`src/rtl/instr_encoder_if.sv`:
```
// rtl/instr_encoder_if.sv - request handshake and IMEM write bus for instr_encoder
interface instr_encoder_if #(
  parameter int ADDR_W = 32
);
  logic              req_valid;
  logic              req_ready;
  logic [2:0]        req_op;
  logic [4:0]        req_rs;
  logic [4:0]        req_rt;
  logic [4:0]        req_rd;
  logic [4:0]        req_shamt;
  logic [5:0]        req_funct;
  logic [15:0]       req_imm;
  logic [25:0]       req_target;
  logic              imem_we;
  logic              imem_ready;
  logic [ADDR_W-1:0] imem_addr;
  logic [31:0]       imem_wdata;

  // Environment side: issues requests and plays the instruction memory.
  modport master (
    output req_valid, req_op, req_rs, req_rt, req_rd, req_shamt,
           req_funct, req_imm, req_target, imem_ready,
    input  req_ready, imem_we, imem_addr, imem_wdata
  );

  // Encoder side.
  modport slave (
    input  req_valid, req_op, req_rs, req_rt, req_rd, req_shamt,
           req_funct, req_imm, req_target, imem_ready,
    output req_ready, imem_we, imem_addr, imem_wdata
  );
endinterface

```
`src/rtl/instr_encoder.sv`:
```
// rtl/instr_encoder.sv - encodes symbolic MIPS requests and streams them into IMEM
// Optional ENCODER_DELAY_SLOT_EN: a NOP is auto-written after every beq/j/jal.
module instr_encoder #(
  parameter int                ADDR_W    = 32,
  parameter logic [ADDR_W-1:0] BASE_ADDR = '0,
  parameter int                DEPTH     = 256
) (
  input  logic                       clk,
  input  logic                       reset,
  input  logic                       start,
  input  logic                       finish,
  instr_encoder_if.slave             bus,
  output logic [$clog2(DEPTH+1)-1:0] wr_count,
  output logic                       full,
  output logic                       err,
  output logic                       done
);
  localparam int CW = $clog2(DEPTH+1);

  typedef enum logic [1:0] {S_IDLE, S_RUN, S_DRAIN, S_DONE} state_t;

  state_t        state, state_nx;
  logic [CW-1:0] alloc_count;
  logic [CW:0]   alloc_sum;
  logic [1:0]    need;
  logic          is_branch;
  logic          op_illegal;
  logic          nop_pending;
  logic          slot_is_nop;
  logic          we;
  logic [31:0]   wdata;
  logic [31:0]   enc;
  logic          ready_c;
  logic          accept;
  logic          wr_done;
  logic          slot_free;

`ifdef ENCODER_DELAY_SLOT_EN
  assign is_branch = (bus.req_op == 3'd2) || (bus.req_op == 3'd4) || (bus.req_op == 3'd5);
`else
  assign is_branch = 1'b0;
`endif

  assign op_illegal = (bus.req_op == 3'd7);
  assign need       = is_branch ? 2'd2 : 2'd1;
  assign alloc_sum  = {1'b0, alloc_count} + (CW+1)'(need);
  assign slot_free  = !we || bus.imem_ready;
  assign accept     = bus.req_valid && ready_c;
  assign wr_done    = we && bus.imem_ready;

  always_comb begin
    enc = 32'h0;
    case (bus.req_op)
      3'd0:    enc = {6'b100011, bus.req_rs, bus.req_rt, bus.req_imm};
      3'd1:    enc = {6'b101011, bus.req_rs, bus.req_rt, bus.req_imm};
      3'd2:    enc = {6'b000100, bus.req_rs, bus.req_rt, bus.req_imm};
      3'd3:    enc = {6'b000000, bus.req_rs, bus.req_rt, bus.req_rd,
                      bus.req_shamt, bus.req_funct};
      3'd4:    enc = {6'b000010, bus.req_target};
      3'd5:    enc = {6'b000011, bus.req_target};
      3'd6:    enc = {6'b001000, bus.req_rs, bus.req_rt, bus.req_imm};
      default: enc = 32'h0;
    endcase
  end

  always_ff @(posedge clk) begin
    if (reset) state <= S_IDLE;
    else       state <= state_nx;
  end

  always_comb begin
    state_nx = state;
    ready_c  = 1'b0;
    done     = 1'b0;
    case (state)
      S_IDLE:  if (start) state_nx = S_RUN;
      S_RUN: begin
        ready_c = slot_free && !nop_pending && (alloc_sum <= (CW+1)'(DEPTH));
        if (finish) state_nx = S_DRAIN;
      end
      S_DRAIN: if (!we && !nop_pending) state_nx = S_DONE;
      S_DONE: begin
        done     = 1'b1;
        state_nx = S_IDLE;
      end
      default: state_nx = S_IDLE;
    endcase
  end

  always_ff @(posedge clk) begin
    if (reset) begin
      we          <= 1'b0;
      wdata       <= 32'h0;
      wr_count    <= '0;
      alloc_count <= '0;
      err         <= 1'b0;
      nop_pending <= 1'b0;
      slot_is_nop <= 1'b0;
    end else begin
      if (state == S_IDLE && start) begin
        wr_count    <= '0;
        alloc_count <= '0;
        err         <= 1'b0;
      end
      if (wr_done) wr_count <= wr_count + CW'(1);
      if (accept) begin
        if (op_illegal) err <= 1'b1;
        else            alloc_count <= alloc_count + CW'(need);
      end
      // A pending delay-slot NOP takes the slot right behind its branch;
      // new requests cannot arrive meanwhile since nop_pending blocks ready.
      if (wr_done && slot_is_nop) begin
        we          <= 1'b0;
        nop_pending <= 1'b0;
        slot_is_nop <= 1'b0;
      end else if (wr_done && nop_pending) begin
        we          <= 1'b1;
        wdata       <= 32'h0;
        slot_is_nop <= 1'b1;
      end else if (accept && !op_illegal) begin
        we          <= 1'b1;
        wdata       <= enc;
        nop_pending <= is_branch;
      end else if (wr_done) begin
        we <= 1'b0;
      end
    end
  end

  assign bus.req_ready  = ready_c;
  assign bus.imem_we    = we;
  assign bus.imem_wdata = wdata;
  assign bus.imem_addr  = BASE_ADDR + ADDR_W'({wr_count, 2'b00});
  assign full           = (alloc_count == CW'(DEPTH));
endmodule

```
`src/flat_wrapper.sv`:
```
// flat-port wrapper written by rule: the top's interface ports become plain ports
module instr_encoder_flat 
#(
  parameter int                ADDR_W    = 32,
  parameter logic [ADDR_W-1:0] BASE_ADDR = '0,
  parameter int                DEPTH     = 256
)
  (clk, reset, start, finish, wr_count, full, err, done, bus_req_valid, bus_req_op, bus_req_rs, bus_req_rt, bus_req_rd, bus_req_shamt, bus_req_funct, bus_req_imm, bus_req_target, bus_imem_ready, bus_req_ready, bus_imem_we, bus_imem_addr, bus_imem_wdata);
  instr_encoder_if #(.ADDR_W(ADDR_W)) bus_i ();
  input  logic clk;
  input  logic reset;
  input  logic start;
  input  logic finish;
  output logic [$clog2(DEPTH+1)-1:0] wr_count;
  output logic full;
  output logic err;
  output logic done;
  input wire logic [$bits(bus_i.req_valid)-1:0] bus_req_valid;
  input wire logic [$bits(bus_i.req_op)-1:0] bus_req_op;
  input wire logic [$bits(bus_i.req_rs)-1:0] bus_req_rs;
  input wire logic [$bits(bus_i.req_rt)-1:0] bus_req_rt;
  input wire logic [$bits(bus_i.req_rd)-1:0] bus_req_rd;
  input wire logic [$bits(bus_i.req_shamt)-1:0] bus_req_shamt;
  input wire logic [$bits(bus_i.req_funct)-1:0] bus_req_funct;
  input wire logic [$bits(bus_i.req_imm)-1:0] bus_req_imm;
  input wire logic [$bits(bus_i.req_target)-1:0] bus_req_target;
  input wire logic [$bits(bus_i.imem_ready)-1:0] bus_imem_ready;
  output wire logic [$bits(bus_i.req_ready)-1:0] bus_req_ready;
  output wire logic [$bits(bus_i.imem_we)-1:0] bus_imem_we;
  output wire logic [$bits(bus_i.imem_addr)-1:0] bus_imem_addr;
  output wire logic [$bits(bus_i.imem_wdata)-1:0] bus_imem_wdata;
  assign bus_i.req_valid = bus_req_valid;
  assign bus_i.req_op = bus_req_op;
  assign bus_i.req_rs = bus_req_rs;
  assign bus_i.req_rt = bus_req_rt;
  assign bus_i.req_rd = bus_req_rd;
  assign bus_i.req_shamt = bus_req_shamt;
  assign bus_i.req_funct = bus_req_funct;
  assign bus_i.req_imm = bus_req_imm;
  assign bus_i.req_target = bus_req_target;
  assign bus_i.imem_ready = bus_imem_ready;
  assign bus_req_ready = bus_i.req_ready;
  assign bus_imem_we = bus_i.imem_we;
  assign bus_imem_addr = bus_i.imem_addr;
  assign bus_imem_wdata = bus_i.imem_wdata;
  instr_encoder #(.ADDR_W(ADDR_W), .BASE_ADDR(BASE_ADDR), .DEPTH(DEPTH)) u_core (.clk(clk), .reset(reset), .start(start), .finish(finish), .bus(bus_i), .wr_count(wr_count), .full(full), .err(err), .done(done));
endmodule
```
`config.mk`:
```
export PLATFORM = sky130hd
export DESIGN_NAME = instr_encoder_flat
export DESIGN_NICKNAME = d
export VERILOG_FILES = /design/src/rtl/instr_encoder_if.sv /design/src/rtl/instr_encoder.sv /design/src/flat_wrapper.sv
export SDC_FILE = /design/constraint.sdc
export NUM_CORES = 1
export LEC_CHECK = 0
export ABC_AREA = 1
export CAP_MARGIN = 10
export CORE_MARGIN = 1
export CORE_UTILIZATION = 45
export DETAILED_ROUTE_END_ITERATION = 10
export GPL_TIMING_DRIVEN = 1
export PLACE_DENSITY = 0.89
export SLEW_MARGIN = 20
export SYNTH_ARGS = -nofsm -noshare
export SYNTH_HDL_FRONTEND = slang
export SYNTH_SLANG_ARGS = --single-unit
```
`constraint.sdc`:
```
create_clock -name clk -period 5.4 [get_ports clk]
set_input_delay 0.54 -clock clk [delete_from_list [all_inputs] [get_ports clk]]
set_output_delay 0.54 -clock clk [all_outputs]
set_load 0.005 [all_outputs]
```
# Word level (Yosys, flattened, before mapping)
# Index checks and enable logic that the tools add are counted.
[word_totals]
n_memories = 0
reg_bits = 54
output_inout_bits = 78
mem_bits_ro = 0
wordCells = 55
in_bits = 77
latch_bits = 0
mem_bits_rw = 0
[op_classes]
n_addsub = 3
bitwise = 0
eq_ne = 14
n_mux = 18
magnitude_cmp = 1
n_shift = 0
multipliers = 0
reduce_logical = 13
div_mod_pow = 0
[op_table]
columns = ["operator", "count"]
rows = [
  ["one-hot mux 32 bit (7 select lines)", 1],
  ["2-to-1 mux 9 bit", 5],
  ["2-to-1 mux 32 bit", 1],
  ["adder 9 x 1 -> 9 bit (second input constant)", 2],
  ["== test 3 bit (second input constant)", 4],
  ["adder 9 x 1 -> 10 bit (second input constant)", 1],
  ["less-or-equal comparator 10 x 9 -> 1 bit (second input constant)", 1],
  ["== test 9 bit (second input constant)", 1],
  ["one-hot mux 2 bit (4 select lines)", 1],
  ["2-to-1 mux 1 bit", 7],
  ["== test 3 x 2 -> 1 bit (second input constant)", 2],
  ["2-to-1 mux 2 bit", 3],
  ["logical AND 1 bit", 5],
  ["== test 2 bit (second input constant)", 2],
  ["!= test 2 bit (second input constant)", 2],
  ["== test 3 x 1 -> 1 bit (second input constant)", 1],
  ["logical NOT 3 bit", 1],
  ["AND reduction 3 bit", 1],
  ["nonzero test 3 bit", 1],
  ["== test 2 x 1 -> 1 bit (second input constant)", 1],
  ["logical NOT 1 bit", 2],
  ["logical NOT 2 bit", 1],
  ["!= test 2 x 1 -> 1 bit (second input constant)", 1],
  ["nonzero test 2 bit", 1],
  ["logical OR 1 bit", 1],
]

# Depth between registers and ports, before layout
[logic_depth]
word_depth = 7
depth_mapped = 13
depth_no_buf = 13

# Least setup slack after synthesis
# Ideal clock, no wire load.
[synth_timing]
path_kind = "flip-flop to output port"
start = "register u_core.alloc_count[1]"
end = "output bus_req_ready"
arrival_ns = 1.505
setup_slack_ns = 3.355
required_time_ns = 4.860
n_path_buf = 1
path_stages_with_launch = 8
cell_sequence = "dfxtp_1 ha_1 nand3_2 nor2_4 xor2_2 nand3_2 a21oi_4 buf_6"
[synth_between]
elab_chain_cells = 4
[synth_lines]
columns = ["item", "line", "source"]
rows = [
  ["start, declared", "instr_encoder.sv:23", "logic [CW-1:0] alloc_count;"],
  ["start signal, assigned", "instr_encoder.sv:108", "else alloc_count <= alloc_count + CW'(need);"],
  ["adder 9 x 1 -> 10 bit", "instr_encoder.sv:46", "assign alloc_sum = {1'b0, alloc_count} + (CW+1)'(need);"],
  ["less-or-equal comparator 10 x 9 -> 1 bit", "instr_encoder.sv:78", "ready_c = slot_free && !nop_pending && (alloc_sum <= (CW+1)'(DEPTH));"],
  ["logical AND 1 bit", "instr_encoder.sv:78", ""],
  ["2-to-1 mux 1 bit", "instr_encoder.sv:75", "case (state)"],
  ["end, declared", "flat_wrapper.sv:28", "output wire logic [$bits(bus_i.req_ready)-1:0] bus_req_ready;"],
]
# Every way passes these cells.

# Worst setup path after layout
# Ends and elaborated chain as after synthesis.

==> metrics.txt <==
# TYPE chip_impl_metric gauge
chip_impl_metric{name="htree_num_levels",unit=""} 2
chip_impl_metric{name="clk_pin_slew_worst_paths",unit="ns"} 0.10
chip_impl_metric{name="cts_max_path_buffers",unit=""} 2
chip_impl_info{name="top_count_cell_post_synth",value="nand2_1"} 1
chip_impl_metric{name="cellLeakagePower",unit="nW"} 1.685
chip_impl_metric{name="ys_warn_count",unit=""} 0
chip_impl_metric{name="edff_count_synth",unit=""} 0
chip_impl_metric{name="number_of_nets_in_the_final_layout",unit=""} 653
chip_impl_metric{name="worst_hold_slack",unit="ns"} 0.4673
chip_impl_metric{name="fmax",unit="MHz"} 282.0
chip_impl_metric{name="cp_max_fo",unit=""} 37
chip_impl_metric{name="clock-skew-final",unit="ns"} 0.007445
chip_impl_metric{name="detail_route.vias_per_cell",unit=""} 5.119
chip_impl_metric{name="floorplan.die.width",unit="um"} 87.34
chip_impl_metric{name="hold_viol_final",unit=""} 0
chip_impl_metric{name="synth_top_cell_area_share",unit=""} 0.3238
chip_impl_metric{name="syn_inst",unit=""} 461
chip_impl_metric{name="floorplan.die_area",unit="sq mm"} 0.007627
chip_impl_info{name="run_status",value="finished, final reports clean"} 1
chip_impl_metric{name="dr.pass1.iters",unit=""} 4
chip_impl_metric{name="cp_data_arrival_time",unit="ns"} 3.01
chip_impl_info{name="timing.hold.worst.class",value="reg -> reg"} 1
chip_impl_metric{name="worst_slack",unit="ns"} 1.854
chip_impl_metric{name="timing.reg2reg.setup_slack",unit="ns"} 2.90
chip_impl_metric{name="post_synth_instance_area",unit="sq mm"} 0.003277
chip_impl_metric{name="worstSkewPairLatency",unit="ns"} 0.31
chip_impl_metric{name="dp_slack",unit="ns"} 2.197
chip_impl_metric{name="antenna_cells_inserted",unit=""} 0
chip_impl_metric{name="wl_per_cell",unit="um"} 12.97
chip_impl_metric{name="power_density",unit="mW/mm^2"} 244.8
chip_impl_metric{name="setup_tns",unit="ns"} 0
chip_impl_metric{name="timing_worst_slew_pin_value",unit="ns"} 1.019
chip_impl_info{name="crit_type",value="reg -> out"} 1
chip_impl_metric{name="ys_types",unit=""} 33
chip_impl_metric{name="cts-buffers-inserted",unit=""} 5
chip_impl_metric{name="drive_above_1_share",unit=""} 0.03697
chip_impl_metric{name="slew_headroom",unit=""} 0.3162
chip_impl_metric{name="drv.max_cap_violation_count",unit=""} 0
chip_impl_metric{name="grt_start_max_net_pins",unit=""} 47
chip_impl_info{name="r2r-end",value="u_core.alloc_count[0]$_SDFF_PP0_"} 1
chip_impl_metric{name="totalWireLength",unit="um"} 8609
chip_impl_info{name="hold_end",value="u_core.bus.imem_wdata[29]$_SDFFE_PP0P_"} 1
chip_impl_info{name="synth-main-ff-cell",value="dfxtp_1"} 1
chip_impl_metric{name="postCtsResizedCells",unit=""} 0
chip_impl_metric{name="antenna_found_initial",unit=""} 0
chip_impl_metric{name="port_buffers",unit=""} 130
chip_impl_metric{name="post-cts-setup-buffers",unit=""} 0
chip_impl_metric{name="setup_violations",unit=""} 0
chip_impl_metric{name="irDropWorstVdd",unit="V"} 0.0001079
chip_impl_info{name="synth_top_area_cell",value="dfxtp_1"} 1
chip_impl_metric{name="detail_route.iter0.violations",unit=""} 231
chip_impl_info{name="timing.critical_path.from_type",value="register"} 1
chip_impl_metric{name="seq_area_frac_synth",unit=""} 0.3238
chip_impl_metric{name="finalWeightedCongestion",unit=""} 0.8786
chip_impl_metric{name="antenna_left",unit=""} 0
chip_impl_metric{name="cts.hold.buffers_added",unit=""} 0
chip_impl_metric{name="grt_first_pass_wirelength",unit="um"} 13770
chip_impl_metric{name="grt-ovfl-total",unit=""} 0
chip_impl_metric{name="slew_viol_final",unit=""} 0
chip_impl_metric{name="holdPathStages",unit=""} 2
chip_impl_metric{name="clock_sinks",unit=""} 53
chip_impl_info{name="netlist_top_cells_area",value="dfxtp_1 (32%), nand2_1 (12%), buf_4 (7.6%)"} 1
chip_impl_metric{name="design.portCount",unit=""} 155
chip_impl_metric{name="number_of_global_route_vias_before_repair",unit=""} 3067
chip_impl_metric{name="placed_cell_area",unit="sq mm"} 0.004408
chip_impl_metric{name="fp.dieH",unit="um"} 87.34
chip_impl_metric{name="detailed_place_hpwl",unit="um"} 6451
chip_impl_metric{name="clock_period_minus_worst_slack",unit="ns"} 3.546
chip_impl_info{name="rr_startpoint",value="u_core.alloc_count[1]$_SDFF_PP0_"} 1
chip_impl_metric{name="rr_worst_depth",unit=""} 9
chip_impl_metric{name="drc",unit=""} 0
chip_impl_metric{name="routed-via-count",unit=""} 3399
chip_impl_metric{name="postLayoutCellArea",unit="sq mm"} 0.004502
chip_impl_metric{name="ys_ff_latch",unit=""} 53
chip_impl_metric{name="ys_async_rst_share",unit=""} 0
chip_impl_metric{name="critical_path_required",unit="ns"} 4.86
chip_impl_metric{name="track_usage",unit=""} 0.2282
chip_impl_metric{name="final_worst_path_period_share",unit=""} 0.6566
chip_impl_info{name="cts_tree",value="built"} 1
chip_impl_info{name="end_kind",value="output pin"} 1
chip_impl_info{name="rsz0062_at_grt",value="false"} 1
chip_impl_metric{name="rows",unit=""} 30
chip_impl_info{name="worstHoldStart",value="u_core.bus.imem_wdata[29]$_SDFFE_PP0P_"} 1
chip_impl_info{name="clock_tree.root_cell",value="clkbuf_8"} 1
chip_impl_metric{name="core_area",unit="sq mm"} 0.006907
chip_impl_metric{name="floorplan.initialDensity",unit=""} 0.4745
chip_impl_metric{name="post_synth.cell_area_avg",unit="sq um"} 7.108
chip_impl_metric{name="area.growth.synth_to_final",unit="%"} 37.38
chip_impl_info{name="synth_common_cells",value="nand2_1 (103), dfxtp_1 (53), inv_1 (53)"} 1
## critical path: stages, from the launching register on
cell,delay [ns]
dfxtp_1,0.43
ha_1,0.25
nand3_2,0.14
nor2_4,0.13
xor2_2,0.18
nand3_2,0.13
a21oi_4,0.76
clkdlybuf4s50_1,0.66
## kinds of logic after synthesis
family	share of synthesized area
flops	0.3238
xor+xnor	0.01260
compound gates	0.1814
other cells	0.001144
simple gates	0.2631
fa+ha+maj	0.03436
buf+inv	0.1837
## stage by stage
step                      utilization  total power (W)  std cells
final                          0.6518         0.001102        664
after global routing           0.6518         0.001175        664
after global placement         0.6382        0.0008693        656
after floorplan                     -        0.0007499        484
after detailed placement       0.6382        0.0008835        656
after CTS                      0.6507         0.001105        664
## placed cells by master, fill, tap and decap left out, types with 3 or more instances in the layout
cell type,instances
o21ai_1,6
ha_1,9
nand3_1,10
nand3_2,3
o211ai_1,16
buf_4,3
inv_1,53
clkbuf_8,5
o21ai_0,14
clkdlybuf4s50_1,130
a22o_1,10
nand4_1,34
dfxtp_1,53
a21oi_1,45
conb_1,24
nor2_1,25
nor3_1,5
nand2_1,103
## routing by layer
layer	global-route usage	vias to the layer above	wire length [um]	share of wire
met1	0.2734	1536	3326	0.39
met5	0	-	0	0
li1	-	1695	-	-
met3	0.06445	17	779	0.090
met2	0.3878	151	4325	0.50
met4	0.08346	0	178	0.021
## final cells by class
| type | count | area, sq um |
|---|---|---|
| Fill cell | 620 | 2405 |
| Multi-Input combinational cell | 320 | 1708 |
| Timing Repair Buffer | 133 | 1324 |
| Sequential cell | 53 | 1061 |
| Inverter | 54 | 202.7 |
| Tap cell | 96 | 120.1 |
| Clock buffer | 6 | 72.57 |
| Clock inverter | 2 | 13.76 |
## flip-flops by register name, indices dropped and copies added (netlist names)
signal                 cells
u_core.err                 1
u_core.alloc_count         9
u_core.bus.imem_we         1
u_core.bus.imem_wdata     31
u_core.state               2
u_core.wr_count            9
## worst max path at each step
stage | startpoint | to
2_1_floorplan | u_core.alloc_count[1]$_SDFF_PP0_ | bus_req_ready
3_3_place_gp | bus_imem_ready | bus_req_ready
3_5_place_dp | bus_imem_ready | bus_req_ready
4_1_cts | u_core.alloc_count[1]$_SDFF_PP0_ | bus_req_ready
5_1_grt | u_core.alloc_count[1]$_SDFF_PP0_ | bus_req_ready
6_report | u_core.alloc_count[1]$_SDFF_PP0_ | bus_req_ready
## power breakdown
part	internal (W)	total (W)	switching, W
logic	0.000185	0.000419	0.000234
registers	0.000430	0.000458	0.0000282
clock network	0.0000927	0.000225	0.000132
total	0.000708	0.00110	0.000394
Power figures use the tool's default switching activity.
